File: config.mk
export PLATFORM = sky130hd
export DESIGN_NAME = pc_update_unit_flat
export DESIGN_NICKNAME = d
export VERILOG_FILES = /design/src/rtl/pc_update_unit_pkg.sv /design/src/rtl/pc_update_unit_if.sv /design/src/rtl/pc_update_unit_branch_cond_eval.sv /design/src/rtl/pc_update_unit.sv /design/src/flat_wrapper.sv
export SDC_FILE = /design/constraint.sdc
export NUM_CORES = 1
export LEC_CHECK = 0
export ABC_CLOCK_PERIOD_IN_PS = 1600
export CORE_UTILIZATION = 39
export CTS_CLUSTER_DIAMETER = 80
export DETAILED_ROUTE_END_ITERATION = 10
export PLACE_DENSITY = 0.88
export SLEW_MARGIN = 0
export SYNTH_ARGS = -nofsm -noshare
export SYNTH_HDL_FRONTEND = slang
export SYNTH_HIERARCHICAL = 1
export SYNTH_SLANG_ARGS = --single-unit
File: constraint.sdc
create_clock -name clk -period 1.6 [get_ports clk]
set_input_delay 0.48 -clock clk [delete_from_list [all_inputs] [get_ports clk]]
set_output_delay 0.48 -clock clk [all_outputs]
set_load 0.02 [all_outputs]
File: src/rtl/pc_update_unit_pkg.sv
// ============================================================================
//  pc_update_unit_pkg : shared types and constants for the PC update stage
//  Rev 1.0
// ============================================================================
`default_nettype none

package pc_update_unit_pkg;

   typedef enum logic [1:0] {
      BR_EQ = 2'b00,
      BR_NE = 2'b01,
      BR_LE = 2'b10,
      BR_GT = 2'b11
   } br_type_t;

   typedef enum logic [0:0] {
      S_RUN  = 1'b0,
      S_TRAP = 1'b1
   } state_t;

   localparam logic [31:0] DEFAULT_RESET_PC  = 32'h0000_0000;
   localparam logic [31:0] DEFAULT_RESET_EPC = 32'h0000_0000;

   function automatic logic pc_misaligned(input logic [31:0] pc);
      return |pc[1:0];
   endfunction

endpackage

`default_nettype wire

File: src/rtl/pc_update_unit_if.sv
// ============================================================================
//  pc_update_unit_if : control-side bundle between control FSM and PC stage
//  Rev 1.0
// ============================================================================
`default_nettype none

interface pc_update_unit_if;
   logic [31:0] pc_next;
   logic        pc_write;
   logic        pc_write_cond;
   logic [1:0]  branch_type;
   logic        alu_zero;
   logic        alu_neg;
   logic        epc_write;
   logic [31:0] epc_in;
   logic        exc_ack;
   logic [31:0] pc_q;
   logic [31:0] epc_q;
   logic        pc_updated;
   logic        branch_taken;
   logic        exc_pending;

   modport master (
      output pc_next, pc_write, pc_write_cond, branch_type, alu_zero, alu_neg,
             epc_write, epc_in, exc_ack,
      input  pc_q, epc_q, pc_updated, branch_taken, exc_pending
   );

   modport slave (
      input  pc_next, pc_write, pc_write_cond, branch_type, alu_zero, alu_neg,
             epc_write, epc_in, exc_ack,
      output pc_q, epc_q, pc_updated, branch_taken, exc_pending
   );
endinterface

`default_nettype wire

File: src/rtl/pc_update_unit_branch_cond_eval.sv
// ============================================================================
//  branch_cond_eval : combinational branch condition from ALU flags
//  Rev 1.0
// ============================================================================
`default_nettype none

module branch_cond_eval
   import pc_update_unit_pkg::*;
(
   input  wire logic [1:0] i_branch_type,
   input  wire logic       i_zero,
   input  wire logic       i_neg,
   output logic            o_cond
);

   always_comb begin
      o_cond = 1'b0;
      case (i_branch_type)
         BR_EQ:   o_cond = i_zero;
         BR_NE:   o_cond = ~i_zero;
         BR_LE:   o_cond = i_zero | i_neg;
         BR_GT:   o_cond = ~i_zero & ~i_neg;
         default: o_cond = 1'b0;
      endcase
   end

endmodule

`default_nettype wire

File: src/rtl/pc_update_unit.sv
// ============================================================================
//  pc_update_unit : PC/EPC registers, branch gating and misaligned-target trap
//  Rev 1.0   optional trap enabled by define PC_ALIGN_CHECK_EN
// ============================================================================
`default_nettype none

module pc_update_unit
   import pc_update_unit_pkg::*;
#(
   parameter logic [31:0] RESET_PC  = DEFAULT_RESET_PC,
   parameter logic [31:0] RESET_EPC = DEFAULT_RESET_EPC
)(
   input  wire logic       clk,
   input  wire logic       reset,
   pc_update_unit_if.slave bus
);

   state_t      r_state;
   state_t      w_state_nxt;
   logic [31:0] r_pc;
   logic [31:0] r_epc;
   logic        r_pc_updated;
   logic        r_branch_taken;
   logic        r_exc_pending;

   logic [31:0] w_pc_nxt;
   logic [31:0] w_epc_nxt;
   logic        w_upd_nxt;
   logic        w_bt_nxt;
   logic        w_pend_nxt;

   logic        w_cond;
   logic        w_load;
   logic        w_from_cond;
   logic        w_misaligned;
   logic        w_ack;

   branch_cond_eval u_branch_cond_eval (
      .i_branch_type (bus.branch_type),
      .i_zero        (bus.alu_zero),
      .i_neg         (bus.alu_neg),
      .o_cond        (w_cond)
   );

   assign w_load      = bus.pc_write | (bus.pc_write_cond & w_cond);
   assign w_from_cond = ~bus.pc_write & bus.pc_write_cond & w_cond;

`ifdef PC_ALIGN_CHECK_EN
   assign w_misaligned = pc_misaligned(bus.pc_next);
   assign w_ack        = bus.exc_ack;
`else
   // Without the checker every load is accepted and the ack is meaningless.
   logic w_unused_ack;
   assign w_misaligned = 1'b0;
   assign w_ack        = 1'b0;
   assign w_unused_ack = bus.exc_ack;
`endif

   always_ff @(posedge clk) begin
      if (reset) begin
         r_state <= S_RUN;
      end else begin
         r_state <= w_state_nxt;
      end
   end

   always_comb begin
      w_state_nxt = r_state;
      w_pc_nxt    = r_pc;
      w_epc_nxt   = r_epc;
      w_upd_nxt   = 1'b0;
      w_bt_nxt    = 1'b0;
      w_pend_nxt  = r_exc_pending;
      case (r_state)
         S_RUN: begin
            if (w_load) begin
               if (w_misaligned) begin
                  w_epc_nxt   = r_pc;
                  w_pend_nxt  = 1'b1;
                  w_state_nxt = S_TRAP;
               end else begin
                  w_pc_nxt  = bus.pc_next;
                  w_upd_nxt = 1'b1;
                  w_bt_nxt  = w_from_cond;
               end
            end
         end
         S_TRAP: begin
            // Trap vector load: target alignment is deliberately not rechecked.
            if (w_ack) begin
               w_pend_nxt  = 1'b0;
               w_state_nxt = S_RUN;
               if (bus.pc_write) begin
                  w_pc_nxt  = bus.pc_next;
                  w_upd_nxt = 1'b1;
               end
            end
         end
         default: begin
            w_pend_nxt  = 1'b0;
            w_state_nxt = S_RUN;
         end
      endcase
      if (bus.epc_write) begin
         w_epc_nxt = bus.epc_in;
      end
   end

   always_ff @(posedge clk) begin
      if (reset) begin
         r_pc           <= RESET_PC;
         r_epc          <= RESET_EPC;
         r_pc_updated   <= 1'b0;
         r_branch_taken <= 1'b0;
         r_exc_pending  <= 1'b0;
      end else begin
         r_pc           <= w_pc_nxt;
         r_epc          <= w_epc_nxt;
         r_pc_updated   <= w_upd_nxt;
         r_branch_taken <= w_bt_nxt;
         r_exc_pending  <= w_pend_nxt;
      end
   end

   assign bus.pc_q         = r_pc;
   assign bus.epc_q        = r_epc;
   assign bus.pc_updated   = r_pc_updated;
   assign bus.branch_taken = r_branch_taken;
`ifdef PC_ALIGN_CHECK_EN
   assign bus.exc_pending  = r_exc_pending;
`else
   logic w_unused_pend;
   assign bus.exc_pending  = 1'b0;
   assign w_unused_pend    = r_exc_pending;
`endif

endmodule

`default_nettype wire

File: src/flat_wrapper.sv
// flat-port wrapper written by rule: the top's interface ports become plain ports
module pc_update_unit_flat import pc_update_unit_pkg::*;
#(
   parameter logic [31:0] RESET_PC  = DEFAULT_RESET_PC,
   parameter logic [31:0] RESET_EPC = DEFAULT_RESET_EPC
)
  (clk, reset, bus_pc_next, bus_pc_write, bus_pc_write_cond, bus_branch_type, bus_alu_zero, bus_alu_neg, bus_epc_write, bus_epc_in, bus_exc_ack, bus_pc_q, bus_epc_q, bus_pc_updated, bus_branch_taken, bus_exc_pending);
  pc_update_unit_if bus_i ();
  input  wire logic clk;
  input  wire logic reset;
  input wire logic [$bits(bus_i.pc_next)-1:0] bus_pc_next;
  input wire logic [$bits(bus_i.pc_write)-1:0] bus_pc_write;
  input wire logic [$bits(bus_i.pc_write_cond)-1:0] bus_pc_write_cond;
  input wire logic [$bits(bus_i.branch_type)-1:0] bus_branch_type;
  input wire logic [$bits(bus_i.alu_zero)-1:0] bus_alu_zero;
  input wire logic [$bits(bus_i.alu_neg)-1:0] bus_alu_neg;
  input wire logic [$bits(bus_i.epc_write)-1:0] bus_epc_write;
  input wire logic [$bits(bus_i.epc_in)-1:0] bus_epc_in;
  input wire logic [$bits(bus_i.exc_ack)-1:0] bus_exc_ack;
  output wire logic [$bits(bus_i.pc_q)-1:0] bus_pc_q;
  output wire logic [$bits(bus_i.epc_q)-1:0] bus_epc_q;
  output wire logic [$bits(bus_i.pc_updated)-1:0] bus_pc_updated;
  output wire logic [$bits(bus_i.branch_taken)-1:0] bus_branch_taken;
  output wire logic [$bits(bus_i.exc_pending)-1:0] bus_exc_pending;
  assign bus_i.pc_next = bus_pc_next;
  assign bus_i.pc_write = bus_pc_write;
  assign bus_i.pc_write_cond = bus_pc_write_cond;
  assign bus_i.branch_type = bus_branch_type;
  assign bus_i.alu_zero = bus_alu_zero;
  assign bus_i.alu_neg = bus_alu_neg;
  assign bus_i.epc_write = bus_epc_write;
  assign bus_i.epc_in = bus_epc_in;
  assign bus_i.exc_ack = bus_exc_ack;
  assign bus_pc_q = bus_i.pc_q;
  assign bus_epc_q = bus_i.epc_q;
  assign bus_pc_updated = bus_i.pc_updated;
  assign bus_branch_taken = bus_i.branch_taken;
  assign bus_exc_pending = bus_i.exc_pending;
  pc_update_unit #(.RESET_PC(RESET_PC), .RESET_EPC(RESET_EPC)) u_core (.clk(clk), .reset(reset), .bus(bus_i));
endmodule
==> summary by stage, run 1 <==
Synth
The adder and majority gate portion of the synthesized area is 0. The simple logic cell fraction of the synthesized area is 0.200. The flip-flop and latch count after synthesis is 66. The sequential share of the synthesized area is 0.497. For this run, the number of Yosys warnings is 6. Synthesis produced a netlist with a net count of ~330. Ranked by total cell area, the synthesized netlist is headed by sky130_fd_sc_hd__dfxtp_1 50%, sky130_fd_sc_hd__mux2i_1 24%, sky130_fd_sc_hd__nand2b_1 15%, sky130_fd_sc_hd__nor2_1 4.7%, sky130_fd_sc_hd__buf_8 1.7%. The portion of synthesized area spent on multiplexers is 0.241.

The netlist uses 14 different library cells. The dominant cell type by area after synthesis is sky130_fd_sc_hd__dfxtp_1. The post-synth design cell area is around 2700 um2. The complex-gate fraction of the synthesized area is 0.00941. After synthesis, the largest family of logic cells by area is multiplexers. Of the total synthesized cell area, the portion taken by XOR and XNOR cells is 0.00329.

In this run the mean area of a mapped cell was about 11 um2. The portion of synthesized cell area occupied by the leading cell type is 0.497. The cell count after synthesis is 252.

Hold path
Along the worst hold path, the cell count comes to 2. The worst hold path terminates at u_core/bus.pc_q[9]. The worst hold path begins at u_core/bus.pc_q[9].

The min-delay analysis places its worst path in the category flip-flop to flip-flop.

Route
The first TritonRoute pass finished after 9 iterations. The routed length per instance is 13.7 um. In the routed design, unresolved DRC markers number 14. The number of design-rule violations left by the first detailed-router iteration is 60. The routed layout has roughly 2200 vias. The number of nets with antenna violations after detailed routing is 0.

The detail-routed via count per cell is approximately 4.6. The routed wire length is between 6 and 7 mm.

Worst setup path
The startpoint of the worst register-to-register path is u_core/bus.epc_q[27]. The register-to-register setup slack is between 900 and 1000 ps. The nature of the critical path startpoint is a flip-flop. The top fanout value on the critical path is 2. The arrival time of the worst setup path is roughly 1000 ps. The number of cells on the worst reg-to-reg path is 2. The longest individual stage delay on the worst path is ~360 ps.

The signal on the critical path passes through dlygate4sd2_1. The critical path is of the flip-flop to output pin type. STA classifies the critical path endpoint as an output pin. In this design, the largest share of critical-path delay is due to buffers and inverters. The capture point of the worst reg-to-reg path is u_core/bus.epc_q[27]. Counting both buffers and inverters, the worst setup path holds a total of 1. The largest individual stage delay along the critical path comes from the cell sky130_fd_sc_hd__dlygate4sd2_1. The data required time at the worst endpoint is about 1100 ps.

CTS
The insertion delay of the later-clocked pin in the worst-skew pair is about 330 ps. In this run, post-CTS hold repair placed 0 buffers. The buffer type at the clock tree root is sky130_fd_sc_hd__clkbuf_8. The buffer levels on the longest clock path is 2. The number of buffers created by CTS is 9. The CTS tree is built.

The number of levels the H-tree was split into is 3. The clock-pin slew on the worst setup and hold paths is roughly 80 ps. The tree built by TritonCTS fans out to 66 sinks.

STA
The number of hold violations in the final report came to 0. The part of the cycle the worst path needs is 0.948. On the final layout, the worst clock skew is 0 ps. Subtracting the final worst setup slack from the clock period gives between 1500 and 2000 ps. The maximum operating frequency is ~660 MHz. Final hold analysis gives a worst-case slack of about 470 ps. The number of max-slew violations in the final report came to 0. Setup repair after global routing left no endpoint under its margin. Setup violations remaining at the end of the flow were counted as 0.

Cells and area
The layout cell share with drive strength beyond 1 is 0.0781. The final core area utilization is 0.676. The count of filler cells inserted in the layout is between 500 and 600. The net total in the final layout is roughly 470.

The antenna diode count is 0. Compared with the post-synthesis result, the final layout area differs by 64.1%.

Power and ir drop
The leakage power is around 2.1 nW. For this design the ratio of total power to cell area is between 900 and 1000 nW/um2. VDD sags by at most 0.532 mV.

Placed design
Once detailed placement completed, the half-perimeter wirelength came to approximately 4.5 mm. The routability-driven placement congestion ratio is between 0.6 and 0.7. During placement, the flow inserted port buffers numbering between 100 and 150.

Global route
The first-pass GRT wire length is between 10 and 15 mm. The total overflow left after global routing is 0. The global router's overall resource usage is 0.180. The maximum number of pins on one net before global-route repair is 50. The initial antenna violation count was 0. The via count of the first global-routing pass came to ~2100.

Floorplanning
The number of top-level pins is 141. The die area is between 7000 and 8000 um2. The floorplan has 29 rows. The vertical die dimension is between 80 and 90 um. The floorplan step set the die width to approximately 85 um.

The effective utilization at floorplan is 0.412. The area inside the core boundary is 6460 um2.

Outcome
The final reports fail on DRC. The flow ran to the end, but the final reports show violations.

Job
The max capacitance violation total is 0.
-- layout make-up --
| cell class | instances | area, um2 | share of cell area |
|---|---|---|---|
| timing repair buffer | 148 | 1500 | 0.344 |
| sequential | 66 | 1320 | 0.303 |
| multi-input combinational | 167 | 1220 | 0.279 |
| clock buffer | 9 | 124 | 0.0284 |
| tap | 77 | 96.3 | 0.0221 |
| clock inverter | 7 | 103 | 0.0235 |
-- how the worst max path moves through the flow --
stage,from,endpoint,cells past startpoint
2_1_floorplan,bus_alu_neg,u_core/bus.pc_q[0],5
3_3_place_gp,bus_alu_neg,u_core/bus.pc_q[7],6
4_1_cts,bus_alu_neg,u_core/bus.pc_q[8],6
3_5_place_dp,bus_alu_neg,u_core/bus.pc_q[27],6
5_1_grt,u_core/bus.pc_q[31],bus_pc_q[31],1
6_report,u_core/bus.pc_q[23],bus_pc_q[23],1
-- where the power goes --
| part | internal, W | switching (W) |
|---|---|---|
| clock network | 0.000890 | 0.000670 |
| registers | 0.00175 | 0.0000520 |
| logic | 0.000453 | 0.000376 |
| total | 0.00310 | 0.00110 |
-- metal layers --
layer / track usage / up-vias / part of all wire
met5: 0 / - / 0
met4: 0.0647 / 0 / 0.015
met3: 0.0570 / 11 / 0.097
met2: 0.306 / 104 / 0.48
met1: 0.214 / 963 / 0.41
li1: - / 1090 / -
-- synth_stat cells --
cell	n
sky130_fd_sc_hd__a21oi_2	1
sky130_fd_sc_hd__a21oi_4	1
sky130_fd_sc_hd__buf_2	6
sky130_fd_sc_hd__buf_4	4
sky130_fd_sc_hd__buf_8	3
sky130_fd_sc_hd__clkbuf_1	6
sky130_fd_sc_hd__conb_1	1
sky130_fd_sc_hd__dfxtp_1	66
sky130_fd_sc_hd__mux2i_1	64
sky130_fd_sc_hd__nand2_1	1
sky130_fd_sc_hd__nand2b_1	64
sky130_fd_sc_hd__nor2_1	33
sky130_fd_sc_hd__nor3_1	1
sky130_fd_sc_hd__xnor2_1	1
-- per-stage QoR --
stage                     setup TNS [ps]  area (um2)  total power, W  setup WS [ps]  std cells
after floorplan                        0        2660         0.00226            157        252
after global placement             -9220        4100         0.00269           -298        453
after detailed placement          -10680        4100         0.00271           -353        453
after CTS                              0        4240         0.00420           14.8        469
after global routing                   0        4370         0.00439           29.8        474
final                                  0        4370         0.00420           83.2        474
-- cells by family (layout without fill, tap and decap cells) --
family                    count (synthesis)  count (layout)
and+or+nand+nor                          99              99
DFF                                      66              66
muxes                                    64              64
buffers and inverters                    19             164
AOI/OAI and AO/OA                         2               2
other                                     1               1
xor gates and xnor gates                  1               1
-- cells in the final DEF, fill, tap and decap left out, drive strengths merged --
cell,n
nor3,1
dfxtp,66
dlymetal6s2s,3
clkdlybuf4s50,67
bufinv,2
xnor2,1
clkinv,3
buf,9
nand2b,64
a21oi,2
inv,1
nand2,1
clkinvlp,1
dlygate4sd2,66
clkbuf,12
conb,1
mux2i,64
nor2,33
-- state kept, by name (all words and copies together) (netlist names) --
| signal | flops |
|---|---|
| u_core/bus.epc_q | 32 |
| u_core/bus.pc_updated | 1 |
| u_core/bus.pc_q | 32 |
| u_core/bus.branch_taken | 1 |
-- repair_timing --
action / 4_1_cts / 5_1_grt
setup buffers: 0 / 1
setup endpoints to repair: 69 / 16
cloned: 0 / 4
gates resized for setup: 66 / 4
pin swaps: 1 / 3
Power figures use the tool's default switching activity.
==> inputs of run 2 (changes only) <==
--- a/config.mk
+++ b/config.mk
@@ -7,7 +7,6 @@
 export LEC_CHECK = 0
 export ABC_CLOCK_PERIOD_IN_PS = 1600
 export CORE_UTILIZATION = 39
-export CTS_CLUSTER_DIAMETER = 80
 export DETAILED_ROUTE_END_ITERATION = 10
 export PLACE_DENSITY = 0.88
 export SLEW_MARGIN = 0
==> results of run 2 <==
Final layout, timing and power as in run 1 (identical DEF).
==> inputs of run 3 (changes only) <==
--- a/config.mk
+++ b/config.mk
@@ -5,7 +5,8 @@
 export SDC_FILE = /design/constraint.sdc
 export NUM_CORES = 1
 export LEC_CHECK = 0
-export ABC_CLOCK_PERIOD_IN_PS = 1600
+export ABC_CLOCK_PERIOD_IN_PS = 1520
+export CORE_MARGIN = 2
 export CORE_UTILIZATION = 39
 export DETAILED_ROUTE_END_ITERATION = 10
 export PLACE_DENSITY = 0.88
==> constraint.sdc (replaced) <==
create_clock -name clk -period 1.52 [get_ports clk]
set_input_delay 0.456 -clock clk [delete_from_list [all_inputs] [get_ports clk]]
set_output_delay 0.456 -clock clk [all_outputs]
set_load 0.02 [all_outputs]
==> summary by stage, run 3 (synthesized netlist as in run 1, its figures left out) <==
Route
The count of unresolved DRC violations after routing is 0 (-14). The total met2 wirelength after detailed routing was 3.19 mm (+2.7%). The wire length on met1 is 2.69 mm (+1.4%). The number of design-rule violations left by the first detailed-router iteration came to 46 (-23%).

The total via count after detailed routing is 2189 (+0.97%). The number of optimization iterations in the first detailed-route pass is 4 (-5). The number of nets with antenna violations after detailed routing is 0 (unchanged). The detail-routed via count per cell came to 4.60 (+0.54%). The routed length per instance came to 13.8 um (+1.0%). The highest layer used for signal routing is met4. The routed wire length was 6.58 mm (+1.4%). The met3 routed wirelength came to 640 um (+1.6%).

Global route
The global router's overall resource usage was 0.179 (-0.00136). The via count of the first global-routing pass is 2239 (+6.0%). The overall overflow remaining after global route came to 0 (unchanged). The maximum number of pins on one net before global-route repair came to 65 (+30%). The first-pass GRT wire length is 10.4 mm (+2.2%). The initial antenna violation count was 0 (unchanged).

STA
The number of max-slew violations in the final report was 0 (unchanged). Static timing analysis puts the maximum clock frequency at a little under 700 MHz. The part of the cycle the worst path needs is 0.969. The number of hold violations in the final report is 0 (unchanged). After layout, the minimum clock period comes to approximately 1500 ps. The final setup TNS is 0 ps (unchanged). The setup skew after layout is 0 ps (unchanged).

The final count of negative-setup-slack endpoints is 0 (unchanged). Setup repair after global routing could not meet its margin everywhere.

Outcome
The run finished with clean final reports.

Placed design
The post-DP HPWL is 4.66 mm (+2.5%). The routability-driven placement congestion ratio was 0.732 (+7.9%). The number of placed instances with taps included is 457 (+0.88%). The number of I/O port buffers is 138 (unchanged).

Worst setup path
STA classifies the critical path startpoint as a flip-flop. STA classifies the critical path endpoint as an output pin. The longest individual stage delay on the worst path is 350 ps (about the same). The length in cells of the worst reg-to-reg path is 2 (unchanged).

The startpoint identified for the worst register-to-register timing path is u_core/bus.epc_q[21]. Among cell families on the critical path, the largest total delay comes from flip-flops. The data required time at the worst endpoint is 1060 ps (-60 ps). The count of cell instances traversed by the critical path is 1 (unchanged). The count of buffer and inverter cells on the critical path is 1 (unchanged).

On the critical path, the stage with the largest delay is an instance of sky130_fd_sc_hd__dfxtp_1. The top fanout value on the critical path is 2 (unchanged). In this run the critical register-to-register path is captured at u_core/bus.epc_q[21]. Tracing the worst setup path back leads to its startpoint at u_core/bus.pc_q[25]. The register-to-register setup slack was 880 ps (-80 ps). The arrival time of the worst setup path came to 1020 ps (-20 ps). The signal on the critical path passes through dlygate4sd2_1.

The endpoint of the most critical setup path is bus_pc_q[25]. The critical path is of the flip-flop to output pin type.

Floorplanning
The vertical die dimension is 86.6 um (+2.4%). The width of the die was 86.6 um (+2.4%). The row count is 30 (+3.4%).

The die area came to 7500 um2 (+4.8%). The effective utilization at floorplan is 0.398 (-0.0137). The number of top-level pins is 141 (unchanged).

The area inside the core boundary is 6680 um2 (+3.4%).

CTS
The number of levels the H-tree was split into is 3 (unchanged). The buffer levels on the longest clock path is 2 (unchanged). The CTS tree is built. The number of buffers created by CTS was 9 (unchanged). The number of clock sinks seen by CTS is 66 (unchanged). The buffer type at the clock tree root is sky130_fd_sc_hd__clkbuf_8. The clock-pin slew on the worst setup and hold paths was 70 ps (about the same). The insertion delay of the later-clocked pin in the worst-skew pair is 330 ps (about the same).

Cells and area
The count of placed standard cells in the final layout, fillers left out is 476 (+0.42%). The antenna diode count was 0 (unchanged). The library cells used most frequently in the layout, excluding fill and tap cells, are 66 x sky130_fd_sc_hd__clkdlybuf4s50_1, 66 x sky130_fd_sc_hd__dfxtp_1, 64 x sky130_fd_sc_hd__nand2b_1, 64 x sky130_fd_sc_hd__mux2i_1, 61 x sky130_fd_sc_hd__dlygate4sd2_1. The final core area utilization was 0.639 (-0.0369). The layout cell share with drive strength beyond 1 came to 0.0732 (-0.00485). The net total in the final layout was 465 (-0.21%). The count of filler cells inserted in the layout is 581 (+15%). The area added between synthesis and finish is 60.5%.

Power and ir drop
The worst-case vdd ir drop is 0.420 mV (-21%). The leakage power was 2.00 nW (-4.1%). The total power per unit cell area is 946 nW/um2 (-1.6%). The power consumption is 0.00404 W (-3.8%).

Hold path
The worst hold path class is input pin to flip-flop. The worst hold path depth is 2 (unchanged).

Job
The max capacitance violation total is 0 (unchanged).
[run 3: through the flow]
step | setup slack (ps) | instance area [um2] | hold slack [ps]
after floorplan | 101 | 2660 | 532
after global placement | -360 | 4090 | 460
after detailed placement | -421 | 4090 | 465
after CTS | 6.83 | 4260 | 417
after global routing | -13.0 | 4270 | 445
final | 47.1 | 4270 | 433
[run 3: power breakdown]
| group | internal (W) | switching (W) |
|---|---|---|
| Combinational | 0.000466 | 0.000392 |
| Clock | 0.000628 | 0.000647 |
| Sequential | 0.00185 | 0.0000553 |
[run 3: area by class of cell]
class                           count  area, um2  share of cell area
Timing Repair Buffer              147       1460               0.341
Sequential cell                    66       1320               0.309
Clock inverter                      5       30.0             0.00703
Clock buffer                       11        141              0.0331
Multi-Input combinational cell    167       1220               0.285
Tap cell                           80        100              0.0234
[run 3: repair_timing]
action,4_1_cts,5_1_grt
gates cloned,2,0
hold buffers,0,0
gates resized for setup,72,9
setup endpoints to repair,94,21
pin swaps,0,1
setup buffers,1,0
[run 3: metal layers]
| layer | vias up | GRT usage |
|---|---|---|
| li1 | 1094 | - |
| met4 | 0 | 0.0554 |
| met3 | 7 | 0.0629 |
| met5 | - | 0 |
| met2 | 100 | 0.311 |
| met1 | 988 | 0.205 |
[run 3: how the worst min path moves through the flow]
stage	startpoint	end	slack, ps
6_report	reset	u_core/bus.pc_updated	430
5_1_grt	reset	u_core/bus.pc_updated	450
4_1_cts	reset	u_core/bus.pc_updated	420
3_5_place_dp	u_core/bus.pc_q[12]	u_core/bus.pc_q[12]	470
3_3_place_gp	u_core/bus.pc_q[21]	u_core/bus.pc_q[21]	460
2_1_floorplan	bus_pc_write	u_core/bus.branch_taken	530
